**src/rtl/i3c_scl_phase_ctrl.sv**
```systemverilog
// SCL pulse-train generator: times low/high phases through an external down-counter
// and waits for the sampled bus level to rise before timing each high phase.
module i3c_scl_phase_ctrl #(
   parameter int CNTR_W = 9
) (
   input  logic              clk,
   input  logic              rst_n,
   input  logic              req_i,
   output logic              req_ready_o,
   input  logic [3:0]        nbits_i,
   input  logic [CNTR_W-1:0] t_low_i,
   input  logic [CNTR_W-1:0] t_high_i,
   input  logic              abort_i,
   input  logic              scl_i,
   output logic              scl_o,
   output logic              tmr_load_o,
   output logic [CNTR_W-1:0] tmr_value_o,
   input  logic              tmr_expired_i,
   output logic              bit_strobe_o,
   output logic              busy_o,
   output logic              done_o
);

   typedef enum logic [1:0] {
      S_IDLE      = 2'd0,
      S_LOW       = 2'd1,
      S_WAIT_HIGH = 2'd2,
      S_HIGH      = 2'd3
   } state_e;

   // Handshake: a request is taken in the cycle where req_i && req_ready_o;
   // ready is only offered in IDLE and never while abort_i is high.

   state_e              state_q, state_d;
   logic [3:0]          bits_q, bits_d;
   logic [CNTR_W-1:0]   t_low_q, t_low_d;
   logic [CNTR_W-1:0]   t_high_q, t_high_d;
   logic                done_q, done_d;

   logic                load;
   logic [CNTR_W-1:0]   value;
   logic                strobe;
   logic                ready;
   logic [3:0]          nbits_clamped;

   assign nbits_clamped = (nbits_i > 4'd9) ? 4'd9 : nbits_i;

   always_comb begin
      state_d  = state_q;
      bits_d   = bits_q;
      t_low_d  = t_low_q;
      t_high_d = t_high_q;
      done_d   = 1'b0;
      load     = 1'b0;
      value    = '0;
      strobe   = 1'b0;
      ready    = 1'b0;
      unique case (state_q)
         S_IDLE: begin
            ready = !abort_i;
            if (req_i && ready) begin
               t_low_d  = t_low_i;
               t_high_d = t_high_i;
               bits_d   = nbits_clamped;
               if (nbits_clamped != 4'd0) begin
                  load    = 1'b1;
                  value   = t_low_i;
                  state_d = S_LOW;
               end else begin
                  done_d  = 1'b1;
               end
            end
         end
         S_LOW: begin
            if (abort_i) begin
               state_d = S_IDLE;
               bits_d  = 4'd0;
            end else if (tmr_expired_i) begin
               state_d = S_WAIT_HIGH;
            end
         end
         S_WAIT_HIGH: begin
            // The timer free-runs here; only the bus level matters while a target stretches.
            if (abort_i) begin
               state_d = S_IDLE;
               bits_d  = 4'd0;
            end else if (scl_i) begin
               load    = 1'b1;
               value   = t_high_q;
               strobe  = 1'b1;
               state_d = S_HIGH;
            end
         end
         S_HIGH: begin
            if (abort_i) begin
               state_d = S_IDLE;
               bits_d  = 4'd0;
            end else if (tmr_expired_i) begin
               bits_d = bits_q - 4'd1;
               if (bits_q > 4'd1) begin
                  load    = 1'b1;
                  value   = t_low_q;
                  state_d = S_LOW;
               end else begin
                  state_d = S_IDLE;
                  done_d  = 1'b1;
               end
            end
         end
         default: begin
            state_d = S_IDLE;
            bits_d  = 4'd0;
         end
      endcase
   end

   always_ff @(posedge clk) begin
      if (!rst_n) begin
         state_q  <= S_IDLE;
         bits_q   <= 4'd0;
         t_low_q  <= '0;
         t_high_q <= '0;
         done_q   <= 1'b0;
      end else begin
         state_q  <= state_d;
         bits_q   <= bits_d;
         t_low_q  <= t_low_d;
         t_high_q <= t_high_d;
         done_q   <= done_d;
      end
   end

   // Combinational strobes are masked while reset is held so the pad/timer see quiet inputs.
   assign tmr_load_o   = rst_n & load;
   assign tmr_value_o  = rst_n ? value : '0;
   assign bit_strobe_o = rst_n & strobe;
   assign req_ready_o  = rst_n & ready;
   assign scl_o        = (state_q != S_LOW);
   assign busy_o       = (state_q != S_IDLE);
   assign done_o       = done_q;

endmodule

```
**config.mk**
```make
export PLATFORM = sky130hd
export DESIGN_NAME = i3c_scl_phase_ctrl
export DESIGN_NICKNAME = d
export VERILOG_FILES = /design/src/rtl/i3c_scl_phase_ctrl.sv
export SDC_FILE = /design/constraint.sdc
export NUM_CORES = 1
export LEC_CHECK = 0
export BUFFER_PORTS_ARGS = -buffer_cell sky130_fd_sc_hd__buf_2
export CAP_MARGIN = 30
export CELL_PAD_IN_SITES_DETAIL_PLACEMENT = 1
export CELL_PAD_IN_SITES_GLOBAL_PLACEMENT = 1
export CORE_ASPECT_RATIO = 1.5
export CORE_MARGIN = 2
export CORE_UTILIZATION = 37
export DETAILED_ROUTE_END_ITERATION = 8
export PLACE_DENSITY = 0.76
export SYNTH_ARGS = -nofsm -noshare
export SYNTH_HDL_FRONTEND = slang
export SYNTH_SLANG_ARGS = --single-unit
export TNS_END_PERCENT = 5
```
**constraint.sdc**
```tcl
create_clock -name clk -period 1.7 [get_ports clk]
set_input_delay 0.085 -clock clk [delete_from_list [all_inputs] [get_ports clk]]
set_output_delay 0.085 -clock clk [all_outputs]
set_load 0.05 [all_outputs]
```
==> Word level (Yosys, flattened, before mapping) <==
Cells that the tools add are included.
{ "totals": {"ff_bits": 25, "out_inout_bits": 15} }
{ "classes": {"reduce_logical": 9, "mux": 41, "n_lt_le_gt_ge": 2, "eq_ne": 10, "bitwise": 3, "n_addsub": 1} }
{ "op_table": {"columns": ["cell", "count"], "rows": [
  ["$mux W9", 8],
  ["$pmux W9 S3", 1],
  ["$mux W4", 5],
  ["$mux W2", 8],
  ["$mux W1", 15],
  ["$pmux W4 S3", 1],
  ["$ne A3 B3 Y1 const B", 3],
  ["$pmux W2 S4", 1],
  ["$reduce_and A5 Y1", 1],
  ["$eq A2 B2 Y1 const B", 2],
  ["$gt A4 B1 Y1 const B", 1],
  ["$gt A4 B4 Y1 const B", 1],
  ["$ne A2 B1 Y1 const B", 2],
  ["$ne A2 B2 Y1 const B", 2],
  ["$reduce_bool A4 Y1", 1],
  ["$sub A4 B1 Y4 const B", 1],
  ["$and A1 B1 Y1", 3],
  ["$pmux W1 S3", 1],
  ["$reduce_and A3 Y1", 1],
  ["$eq A2 B1 Y1 const B", 1],
  ["$logic_not A2 Y1", 1],
  ["$pmux W1 S2", 1],
  ["$reduce_and A2 Y1", 1],
  ["$reduce_bool A2 Y1", 1],
  ["3 further kinds", 3]
]} }

==> Logic depth before layout (Yosys ltp) <==
{ "logic_depth": {"ltp_word": 7, "mapped_depth": 7, "ltp_nobuf": 6} }

==> Least setup slack after synthesis <==
OpenSTA, ideal clock, no wires.
{ "synth_timing": {"kind": "flip-flop to output port", "from": "register state_q[0]", "to": "output port tmr_value_o[0]", "t_arrival_ns": 1.974, "stages_incl_launch_ff": 8, "path_slack_ns": -0.359, "required_time_ns": 1.615, "path_cell_list": "dfxtp_1 -> inv_1 -> ha_1 -> buf_2 -> nand3b_2 -> nor2_2 -> a222oi_1 -> nor2_1"} }
{ "synth_between": {"elab_chain_len": 3, "word_cells_on_any_way": 5, "cone_classes": "eq/ne (2); mux (2); reduce/logical (1)"} }
{ "synth_lines": {"columns": ["item", "line_no", "rtl"], "rows": [
  ["start: declaration", "34", "state_e state_q, state_d;"],
  ["start signal: assignment", "125", "state_q <= state_d;"],
  ["$eq A2 B2 Y1 or $logic_not A2 Y1 (tied branches)", "58", "unique case (state_q)"],
  ["$pmux W9 S3 *", "58", null],
  ["$mux W9 *", "135", "assign tmr_value_o = rst_n ? value : '0;"],
  ["end: declaration", "17", "output logic [CNTR_W-1:0] tmr_value_o,"]
]} }
Every way passes the cells marked *; elsewhere a longest branch is shown, timed or not.

==> Worst setup path after layout <==
{ "layout_timing": {"from": "register state_q[0]", "to": "output port tmr_value_o[1]"} }
The elaborated chain is that of the path after synthesis.

==> out/summary.txt <==
status: finished, violations left
violated checks: negative setup slack
Synth top area share: 34.51%
final setup fails: 16
pin count of the biggest net entering global routing: 22
worst vdd ir: 495.0 uV
post-synth cell types: 41
Worst setup SP type: flip-flop
multiplexer share of the synthesized area: 0%
clock buffer depth: 2
Top FF cell, synth: dfxtp_1
first-pass GRT wire length: 8355 um
Worst Path Arrival: 1900 ps
DR vias/cell: 5.692
period utilization: 116.9%
Pins Over Slew Limit: 0
Core Area: 0.003716 mm^2
layout cells sized above 1: 48.19%
setup TNS: -2774 ps
critical path, cell by cell: buf_4 -> ha_4 -> nor2b_4 -> o311a_4 -> a222oi_1 -> buf_4 -> nor2_4 -> buf_8
post-synthesis simple-gate area fraction: 25.80%
max_cap viols: 0
Mapped Area: 0.001450 mm^2
Critical Path Sink Type: output port
FMAX: 503.3 MHz
Worst-Margin Slew: 413.2 ps
Core Util, Final: 62.39%
cts hold-fix bufs: 0
Clock Latency Late Sink: 270 ps
Compound-Gate Fraction of Synth Area: 28.04%
Rows: 27
detailed placement HPWL: 3704 um
port buffer count: 42
YS warnings: 0
area grow syn2layout: 59.88%
CP most frequent cell: buf_4
initial DRC count: 44
slowest stage delay, CP: 370 ps
routed wire length: 5419 um
# diodes: 0
Clock Tree Root: clkbuf_8
Mapped Avg Cell Area: 8.147 um^2
cell at the slowest stage of the critical path: dfxtp_4
Top-Level Pins: 43
HP Class: input pin to flip-flop
number of CTS-inserted buffers: 3
RSZ-0062 raised after global routing: true
Clock transition at path regs: 90 ps
sequential-to-total area share from yosys stat: 34.51%
Static Leak: 0.9263 nW
Synth area leaders: dfxtp_1, nand2_1, a21boi_0
die height: 80.68 um
GP Congestion: 0.8129
clk_skew: 5.096 ps
Sink Count: 25
fin crit period: 1987 ps
Total Routing Usage GR: 25.63%
Post-synth ARST share: 0%
CP Class: flip-flop to output port
worst path bufs/invs: 3
XOR/XNOR Fraction of Synth Area: 0%
setup ws final: -286.7 ps
Post-synth EDFFs: 0
initial antenna violation count: 0
die area: 0.004446 mm^2
vias in the first global route: 1,825
fin nets: 285
delay-heaviest family, CP: buffers and inverters
CTS tree: done
Initial Utilization: 39.02%
Yosys reg bits: 25
Synth Instances: 178
max_slew headroom: 72.22%
ANT nets after route: 0
main combinational cell family by area after synthesis: compound AO/OA/AOI/OAI gates
Initial DRT Pass Iterations: 5
adder-cell share of the synthesized area: 6.040%
pwr/cell area: 794.6 mW/mm^2
grt total ovfl: 0
Vias: 1,662
post-synthesis net count: 213
Worst Path Max Fanout: 5
# DRC: 0
Worst Path Required: 1620 ps
htree depth: 1
die width: 55.12 um
Final Hold Vio Count: 0
Synth area leader: dfxtp_1
wire length per cell: 18.56 um
## power breakdown
| part | switching [mW] | internal [mW] |
|---|---|---|
| registers | 0.0470 | 0.638 |
| clock network | 0.194 | 0.168 |
| logic | 0.451 | 0.345 |
## tightest hold or removal path: stages
cell and delay [ps]:
buf_2 90, nand2_1 40, a21boi_0 60
## metrics by stage
stage / instance area [um^2] / hold slack, ps / worst slack (ps) / cells / total power [mW]
2_1_floorplan: 1525 / 219.8 / -20.87 / 178 / 1.071
3_3_place_gp: 1981 / 336.2 / -212.3 / 282 / 1.292
3_5_place_dp: 1981 / 350.0 / -336.3 / 282 / 1.329
4_1_cts: 2235 / 66.17 / -312.2 / 290 / 1.787
5_1_grt: 2318 / 78.96 / -356.2 / 292 / 1.937
6_report: 2318 / 64.87 / -286.7 / 292 / 1.842
## Yosys cell counts, drive strengths merged, types with 2 or more instances
master / count
a21boi: 19
a222oi: 9
a32o: 2
and2: 3
buf: 5
clkbuf: 5
dfxtp: 25
ha: 7
inv: 8
nand2: 41
nand2b: 3
nor2: 18
nor2b: 3
nor3: 2
nor3b: 3
nor4: 2
o21a: 2
o21ai: 4
o311a: 2
## logic make-up after synthesis
group / count (synthesis)
AND/OR/NAND/NOR: 79
AO/OA/AOI/OAI: 49
flip-flops: 25
buffers and inverters: 18
adder cells (fa/ha/maj): 7
## placed cells by master, fill, tap and decap left out, types with 2 or more instances in the layout
cell / Yosys / final
dfxtp_2: 0 / 2
a222oi_1: 9 / 9
o311a_4: 0 / 2
a21boi_0: 17 / 17
nor2_1: 16 / 4
nand2b_1: 3 / 3
and2_4: 0 / 2
buf_6: 1 / 8
buf_2: 2 / 31
inv_4: 0 / 2
nor3b_1: 3 / 3
inv_2: 0 / 2
buf_12: 0 / 3
buf_4: 1 / 30
a21boi_1: 2 / 2
ha_4: 0 / 5
dfxtp_1: 25 / 21
clkbuf_8: 0 / 3
o21a_1: 2 / 2
o21ai_0: 4 / 4
nand2_1: 41 / 41
nor2_4: 1 / 15
ha_1: 7 / 2
nor2b_1: 3 / 2
a32o_2: 0 / 2
buf_8: 0 / 3
dfxtp_4: 0 / 2
inv_1: 8 / 4
## state kept, by name (all words and copies together) (netlist names)
name / cells
t_high_q: 9
t_low_q: 9
done_o: 1
bits_q: 4
state_q: 2
## cell type report
cell class	count	area [um^2]
Clock buffer	4	45.04
Multi-Input combinational cell	137	1099
Tap cell	43	53.80
Inverter	8	35.03
Fill cell	439	1398
Timing Repair Buffer	75	575.6
Sequential cell	25	510.5
## worst paths after layout
| check | slack [ps] | startpoint | cells after the start | to |
|---|---|---|---|---|
| worst max-delay path | -290 | state_q[0] | 8 | tmr_value_o[1] |
| worst min-delay path | 60 | t_high_i[8] | 3 | t_high_q[8] |
| worst max register to register | -100 | state_q[0] | 8 | bits_q[2] |
| worst min register to register | 470 | t_low_q[1] | 2 | t_low_q[1] |
## layer usage
metal	part of all wire [%]	global-route usage [%]	up-vias
met5	0	0	-
met4	1.8	6.098	0
met3	2.9	2.974	10
met2	58	51.79	41
met1	38	25.54	827
li1	-	-	784
## what timing repair did
| item | in CTS | in global routing |
|---|---|---|
| gates resized for setup | 51 | 13 |
| buffers inserted | 3 | 2 |
| cloned | 2 | 0 |
| setup endpoints to repair | 12 | 16 |
| pin swaps | 13 | 10 |
(Power assumes the default switching activity.)
